$ cat src/rtl/tpu_arith_pkg.sv
// Shared arithmetic constants, requester tag type and the round-robin pick helper
// used by the shared-adder arbiter.
package tpu_arith_pkg;
    localparam int MAX_REQ = 8;
    localparam int TAG_W   = 3;

    localparam logic [31:0] FP_QNAN    = 32'h7FC00000;
    localparam logic [31:0] FP_POS_INF = 32'h7F800000;
    localparam logic [31:0] FP_NEG_INF = 32'hFF800000;

    typedef logic [TAG_W-1:0] tag_t;

    // First set bit of valid at or after ptr, scanning modulo n.
    function automatic tag_t rr_pick(input logic [MAX_REQ-1:0] valid, input tag_t ptr, input int n);
        tag_t idx;
        logic hit;
        int   j;
        idx = '0;
        hit = 1'b0;
        for (int k = 0; k < MAX_REQ; k++) begin
            j = int'(ptr) + k;
            if (j >= n) j = j - n;
            if (!hit && k < n && valid[j[2:0]]) begin
                idx = tag_t'(j);
                hit = 1'b1;
            end
        end
        return idx;
    endfunction
endpackage

$ cat src/rtl/parameterized_adder.sv
// Combinational adder: IEEE-754 single (RNE, denormals flushed) or saturating
// two's-complement fixed point.
module parameterized_adder
    import tpu_arith_pkg::*;
#(
    parameter     FORMAT    = "FP32",
    parameter int INT_BITS  = 16,
    parameter int FRAC_BITS = 16,
    parameter int WIDTH     = 32
) (
    input  logic [WIDTH-1:0] a,
    input  logic [WIDTH-1:0] b,
    output logic [WIDTH-1:0] y
);
    if (FORMAT == "FP32") begin : g_fp32
        logic [31:0]       x, z;
        logic [7:0]        ex, ez, d;
        logic [26:0]       mx, mz, sh, nrm;
        logic [27:0]       sum;
        logic [4:0]        lz;
        logic signed [9:0] e;
        logic [24:0]       mr;
        logic              nan, hit, rup;

        always_comb begin
            if (a[30:0] >= b[30:0]) begin x = a; z = b; end
            else                    begin x = b; z = a; end
            ex  = x[30:23];
            ez  = z[30:23];
            nan = (ex == 8'hFF && x[22:0] != '0) || (ez == 8'hFF && z[22:0] != '0) ||
                  (ex == 8'hFF && ez == 8'hFF && x[31] != z[31]);
            mx  = (ex == 8'h00) ? '0 : {1'b1, x[22:0], 3'b000};
            mz  = (ez == 8'h00) ? '0 : {1'b1, z[22:0], 3'b000};
            d   = ex - ez;
            // Alignment keeps guard/round bits and folds everything shifted out into sticky.
            if (d >= 8'd27) sh = {26'b0, |mz};
            else            sh = (mz >> d) | {26'b0, |(mz & ~(27'h7FFFFFF << d))};
            sum = (x[31] == z[31]) ? {1'b0, mx} + {1'b0, sh} : {1'b0, mx} - {1'b0, sh};
            e   = {2'b00, ex};
            lz  = '0;
            hit = 1'b0;
            nrm = '0;
            if (sum[27]) begin
                nrm = sum[27:1] | {26'b0, sum[0]};
                e   = e + 10'sd1;
            end else begin
                for (int i = 26; i >= 0; i--) begin
                    if (!hit && sum[i]) begin
                        lz  = 5'(26 - i);
                        hit = 1'b1;
                    end
                end
                nrm = sum[26:0] << lz;
                e   = e - {5'b0, lz};
            end
            rup = nrm[2] & (nrm[1] | nrm[0] | nrm[3]);
            mr  = {1'b0, nrm[26:3]} + {24'b0, rup};
            if (mr[24]) begin
                mr = mr >> 1;
                e  = e + 10'sd1;
            end
            if (nan)                 y = FP_QNAN;
            else if (ex == 8'hFF)    y = x[31] ? FP_NEG_INF : FP_POS_INF;
            else if (sum == '0)      y = {x[31] & z[31], 31'b0};
            else if (e >= 10'sd255)  y = {x[31], 8'hFF, 23'b0};
            else if (e <= 10'sd0)    y = {x[31], 31'b0};
            else                     y = {x[31], e[7:0], mr[22:0]};
        end
    end else begin : g_fixed
        logic [WIDTH:0] s;

        always_comb begin
            s = {a[WIDTH-1], a} + {b[WIDTH-1], b};
            if (s[WIDTH] != s[WIDTH-1]) y = s[WIDTH] ? {1'b1, {(WIDTH-1){1'b0}}} : {1'b0, {(WIDTH-1){1'b1}}};
            else                        y = s[WIDTH-1:0];
        end
    end
endmodule

$ cat src/rtl/rr_arbiter.sv
// Combinational round-robin arbiter: one-hot grant plus its index, starting at ptr.
module rr_arbiter
    import tpu_arith_pkg::*;
#(
    parameter int N = 4
) (
    input  logic [N-1:0] req,
    input  tag_t         ptr,
    input  logic         en,
    output logic [N-1:0] gnt,
    output tag_t         gnt_idx
);
    logic [MAX_REQ-1:0] req_ext;

    always_comb begin
        req_ext        = '0;
        req_ext[N-1:0] = req;
        gnt_idx        = rr_pick(req_ext, ptr, N);
        gnt            = (en && |req) ? (N'(1) << gnt_idx) : '0;
    end
endmodule

$ cat src/rtl/fp_add_arbiter.sv
// Round-robin front end sharing one adder among NUM_REQ requesters:
// grant -> S1 operand register -> adder -> S2 result register -> owning requester.
module fp_add_arbiter
    import tpu_arith_pkg::*;
#(
    parameter int NUM_REQ   = 4,
    parameter     FORMAT    = "FP32",
    parameter int INT_BITS  = 16,
    parameter int FRAC_BITS = 16,
    parameter int WIDTH     = 32
) (
    input  logic                          clk,
    input  logic                          rst,
    input  logic [NUM_REQ-1:0]            req_valid,
    output logic [NUM_REQ-1:0]            req_ready,
    input  logic [NUM_REQ-1:0][WIDTH-1:0] req_a,
    input  logic [NUM_REQ-1:0][WIDTH-1:0] req_b,
    output logic [NUM_REQ-1:0]            rsp_valid,
    input  logic [NUM_REQ-1:0]            rsp_ready,
    output logic [WIDTH-1:0]              rsp_result,
    output logic                          busy
);
    logic             v1_q, v1_d, v2_q, v2_d;
    logic [WIDTH-1:0] a1_q, a1_d, b1_q, b1_d, res2_q, res2_d;
    tag_t             tag1_q, tag1_d, tag2_q, tag2_d, ptr_q, ptr_d;
    logic             s2_free, s1_adv, s1_free, accept;
    logic [NUM_REQ-1:0] gnt;
    tag_t             gnt_idx;
    logic [WIDTH-1:0] a_sel, b_sel, add_y;

    assign rsp_valid  = v2_q ? (NUM_REQ'(1) << tag2_q) : '0;
    assign rsp_result = res2_q;
    assign busy       = v1_q | v2_q;
    // Only the ready of the port that owns S2 can drain it.
    assign s2_free    = !v2_q || |(rsp_valid & rsp_ready);
    assign s1_adv     = v1_q & s2_free;
    assign s1_free    = !v1_q || s1_adv;
    assign req_ready  = gnt;
    assign accept     = |gnt;

    rr_arbiter #(.N(NUM_REQ)) u_arb (
        .req     (req_valid),
        .ptr     (ptr_q),
        .en      (s1_free & ~rst),
        .gnt     (gnt),
        .gnt_idx (gnt_idx)
    );

    parameterized_adder #(
        .FORMAT    (FORMAT),
        .INT_BITS  (INT_BITS),
        .FRAC_BITS (FRAC_BITS),
        .WIDTH     (WIDTH)
    ) u_add (
        .a (a1_q),
        .b (b1_q),
        .y (add_y)
    );

    always_comb begin
        a_sel  = '0;
        b_sel  = '0;
        for (int i = 0; i < NUM_REQ; i++) begin
            if (gnt[i]) begin
                a_sel = req_a[i];
                b_sel = req_b[i];
            end
        end
        v1_d   = v1_q;
        a1_d   = a1_q;
        b1_d   = b1_q;
        tag1_d = tag1_q;
        ptr_d  = ptr_q;
        v2_d   = v2_q;
        res2_d = res2_q;
        tag2_d = tag2_q;
        if (s1_adv) begin
            v2_d   = 1'b1;
            res2_d = add_y;
            tag2_d = tag1_q;
            v1_d   = 1'b0;
        end else if (s2_free) begin
            v2_d = 1'b0;
        end
        if (accept) begin
            v1_d   = 1'b1;
            a1_d   = a_sel;
            b1_d   = b_sel;
            tag1_d = gnt_idx;
            ptr_d  = (gnt_idx == tag_t'(NUM_REQ-1)) ? '0 : gnt_idx + 1'b1;
        end
    end

    always_ff @(posedge clk or posedge rst) begin
        if (rst) begin
            v1_q   <= 1'b0;
            a1_q   <= '0;
            b1_q   <= '0;
            tag1_q <= '0;
            ptr_q  <= '0;
            v2_q   <= 1'b0;
            res2_q <= '0;
            tag2_q <= '0;
        end else begin
            v1_q   <= v1_d;
            a1_q   <= a1_d;
            b1_q   <= b1_d;
            tag1_q <= tag1_d;
            ptr_q  <= ptr_d;
            v2_q   <= v2_d;
            res2_q <= res2_d;
            tag2_q <= tag2_d;
        end
    end
endmodule
$ cat config.mk
export PLATFORM = sky130hd
export DESIGN_NAME = fp_add_arbiter
export DESIGN_NICKNAME = d
export VERILOG_FILES = /design/src/rtl/tpu_arith_pkg.sv /design/src/rtl/parameterized_adder.sv /design/src/rtl/rr_arbiter.sv /design/src/rtl/fp_add_arbiter.sv
export SDC_FILE = /design/constraint.sdc
export NUM_CORES = 1
export LEC_CHECK = 0
export CAP_MARGIN = 20
export CELL_PAD_IN_SITES_DETAIL_PLACEMENT = 0
export CELL_PAD_IN_SITES_GLOBAL_PLACEMENT = 1
export CORE_MARGIN = 2
export CORE_UTILIZATION = 36
export CTS_BUF_LIST = sky130_fd_sc_hd__clkbuf_16
export DETAILED_ROUTE_END_ITERATION = 6
export PLACE_DENSITY = 0.86
export SLEW_MARGIN = 20
export SYNTH_ARGS = -nofsm -noshare
export SYNTH_HDL_FRONTEND = slang
export SYNTH_SLANG_ARGS = --single-unit
$ cat constraint.sdc
create_clock -name clk -period 15.17 [get_ports clk]
set_input_delay 3.034 -clock clk [delete_from_list [all_inputs] [get_ports clk]]
set_output_delay 3.034 -clock clk [all_outputs]
set_load 0.1 [all_outputs]
==> impl_metrics.py <==
metrics = {
    "synth": {
        "syn-cell-area_um2": 17170,
        "synthSimpleGateAreaFrac_pct": 24.42,
        "synth_compound_area_share_pct": 34.59,
        "synth-seq-cells": 107,
        "synthAdderAreaFrac_pct": 5.627,
        "synth.distinct_cells": 128,
        "synth.area.top_cells": "dfrtp_1 (16%), nand2_1 (6.8%), ha_1 (5.4%), mux2i_1 (5.4%), o21ai_0 (5.0%)",
        "yosys_warnings": 0,
        "synth_top_area_share_pct": 15.60,
        "synthXorXnorAreaFrac_pct": 3.521,
        "muxShareOfSynthArea_pct": 9.483,
        "synth_top_family_by_area": "compound AO/OA/AOI/OAI gates",
        "synth_area_leader_cell": "dfrtp_1",
        "seq_area_frac_synth_pct": 15.60,
        "synth_nets": 2667,
        "dominantRegCellSynth": "dfrtp_1",
        "synth_edf_count": 0,
        "async_reset_ff_share_pct": 100.0,
        "avgSynthCellArea_um2": 7.383,
        "synthCells": 2325,
    },
    "status": {
        "status": "finished clean",
    },
    "finish": {
        "fin_nets": 2880,
        "drive_gt1_share_pct": 8.655,
        "mostFrequentLayoutCells": "nand2_1 (307), clkdlybuf4s50_1 (306), nor2_1 (177), o21ai_0 (169), a21oi_1 (155)",
        "fin_area_um2": 20980,
        "layout_commonest_cell": "nand2_1",
        "area_growth_pct": 22.20,
    },
    "critical_path": {
        "start_kind": "register",
        "r2r_slack_ns": 0.94,
        "max_stage_delay_ns": 0.53,
        "worst-setup-path-type": "register to register",
        "cp.required_ns": 15.43,
        "crit_top_cell": "ha_1",
        "r2r-start": "b1_q[8]",
        "path_max_fanout": 23,
        "worstPathArrival_ns": 14.49,
        "crit_start": "b1_q[8]",
        "crit_slowest_cell": "or4b_1",
        "cp-end-kind": "register",
    },
    "clocking": {
        "numCtsBuffers": 9,
        "tritoncts": "done",
        "clkLatencyLatePin_ns": 0.39,
        "root_buffer": "clkbuf_16",
        "path_clk_slew_ns": 0.08,
        "postCtsHoldBufs": 0,
        "clock_sinks": 107,
        "cts_buffer_depth": 2,
        "cts-htree-levels": 3,
    },
    "sta": {
        "fin_crit_sh_pct": 93.79,
        "clock.fmax_ghz": 0.07028,
        "finClkSkew_ns": 0.01801,
        "fin_crit_ns": 14.23,
        "finalSetupTns_ns": 0,
        "slew_headroom_pct": 30.80,
        "slew_violations": 0,
        "worst_slew_pin_slew_ns": 1.031,
        "hold-worst-slack_ns": 0.4695,
        "rsz0062_at_grt": "false",
        "setup_violations": 0,
        "hold_viol_final": 0,
    },
    "routing": {
        "detail-route-antenna-nets": 0,
        "drt_iter0_drc": 1960,
        "via_count": 20250,
        "post_drt_wl_per_cell_um": 23.17,
        "drc": 0,
        "first_pass_iters": 6,
        "via_per_inst": 6.413,
        "routed_wl_um": 73170,
    },
    "worst_hold_path": {
        "hold_start": "tag1_q[2]",
        "min_path_type": "register to register",
    },
    "placed_design": {
        "dp_hpwl_um": 58280,
        "gp_congestion": 0.9942,
        "io_buffers": 306,
        "dpl-instance-area_um2": 20600,
    },
    "global_route": {
        "grt.overflow.total": 0,
        "antenna_found_initial": 1,
        "grt_usage_pct": 28.58,
        "grt_max_degree": 81,
        "grt_pass1_vias": 19300,
        "grt_pass1_wl_um": 112500,
    },
    "floorplan": {
        "die_w_um": 222.4,
        "die_h_um": 222.4,
        "die_area_um2": 49440,
        "coreArea_um2": 47450,
        "start_util_pct": 36.18,
        "num_io_pins": 307,
        "rows": 80,
    },
    "run": {
        "maxCapViolCount": 0,
    },
}
final cells by class:
type	instances	area, um2
Antenna cell	1	2.502
Clock buffer	9	225.2
Clock inverter	6	48.80
Fill cell	4842	26470
Inverter	84	327.8
Multi-Input combinational cell	1974	13430
Sequential cell	107	2678
Tap cell	615	769.5
Timing Repair Buffer	362	3496
final timing paths:
check                            endpoint  cells after the start
min reg2reg                     tag2_q[2]                      2
max                        rsp_result[18]                     52
min in group asynchronous  rsp_result[31]                      2
max in group asynchronous        a1_q[17]                      3
min                             tag2_q[2]                      2
max reg2reg                rsp_result[18]                     52
cells by family (layout without fill, tap and decap cells):
group,count (synthesis),in the layout
flops,107,107
fa+ha+maj,76,76
buf+inv,244,461
simple gates,841,841
other cells,0,1
xor+xnor,69,69
mux,138,138
compound gates,850,850
through the flow:
step           util, %  setup WS (ns)  instances
2_1_floorplan        -         0.3594       2325
3_3_place_gp     43.43         0.9491       3138
3_5_place_dp     43.43         0.5011       3138
4_1_cts          44.01         0.4472       3153
5_1_grt          44.21        0.08230       3158
6_report         44.21         0.9421       3158
per-layer routing:
layer / wire (um) / global-route usage (%) / vias to the layer above
met1: 30550 / 37.49 / 9704
met2: 33640 / 46.79 / 1043
met3: 5676 / 4.099 / 192
li1: - / - / 9312
met4: 3297 / 12.45 / 0
met5: 0 / 0 / -
registers in the layout (all words and copies together) (netlist names):
signal      count
v1_q            1
tag1_q          3
a1_q           32
ptr_q           3
v2_q            1
rsp_result     32
b1_q           32
tag2_q          3
cell usage after synthesis (16+ instances only):
cell type and instances:
a31oi_1 27, clkbuf_1 98, o211ai_1 33, o31ai_1 16
a21o_1 31, ha_1 74, mux2_2 27, a21oi_1 155
and3_1 22, o22ai_1 87, nand2_1 310, inv_1 78
nor2b_1 18, nand2b_1 19, a211oi_1 27, xnor2_1 42
o21a_1 18, or3_1 19, nand4_1 30, mux4_2 16
o21ai_0 170, mux2i_1 92, buf_2 20, nor2_1 180
nor3_1 42, xor2_1 27, buf_6 20, nor4_1 22
a221oi_1 71, dfrtp_1 107, and2_1 30, nand3_1 66
critical path, delay by kind of cell, from the launching register on:
family	cells	cell delay, ns
buf+inv	5	0.96
compound gates	22	6.33
mux	3	0.76
simple gates	17	4.07
fa+ha+maj	5	1.45
flops	1	0.48
what timing repair did:
action,4_1_cts,5_1_grt
buffers inserted,0,4
gates resized for setup,0,15
endpoints found under the setup margin,0,31
Power is not shown: default switching activity piles up to over one toggle a cycle in this logic, so the estimate is an artifact.
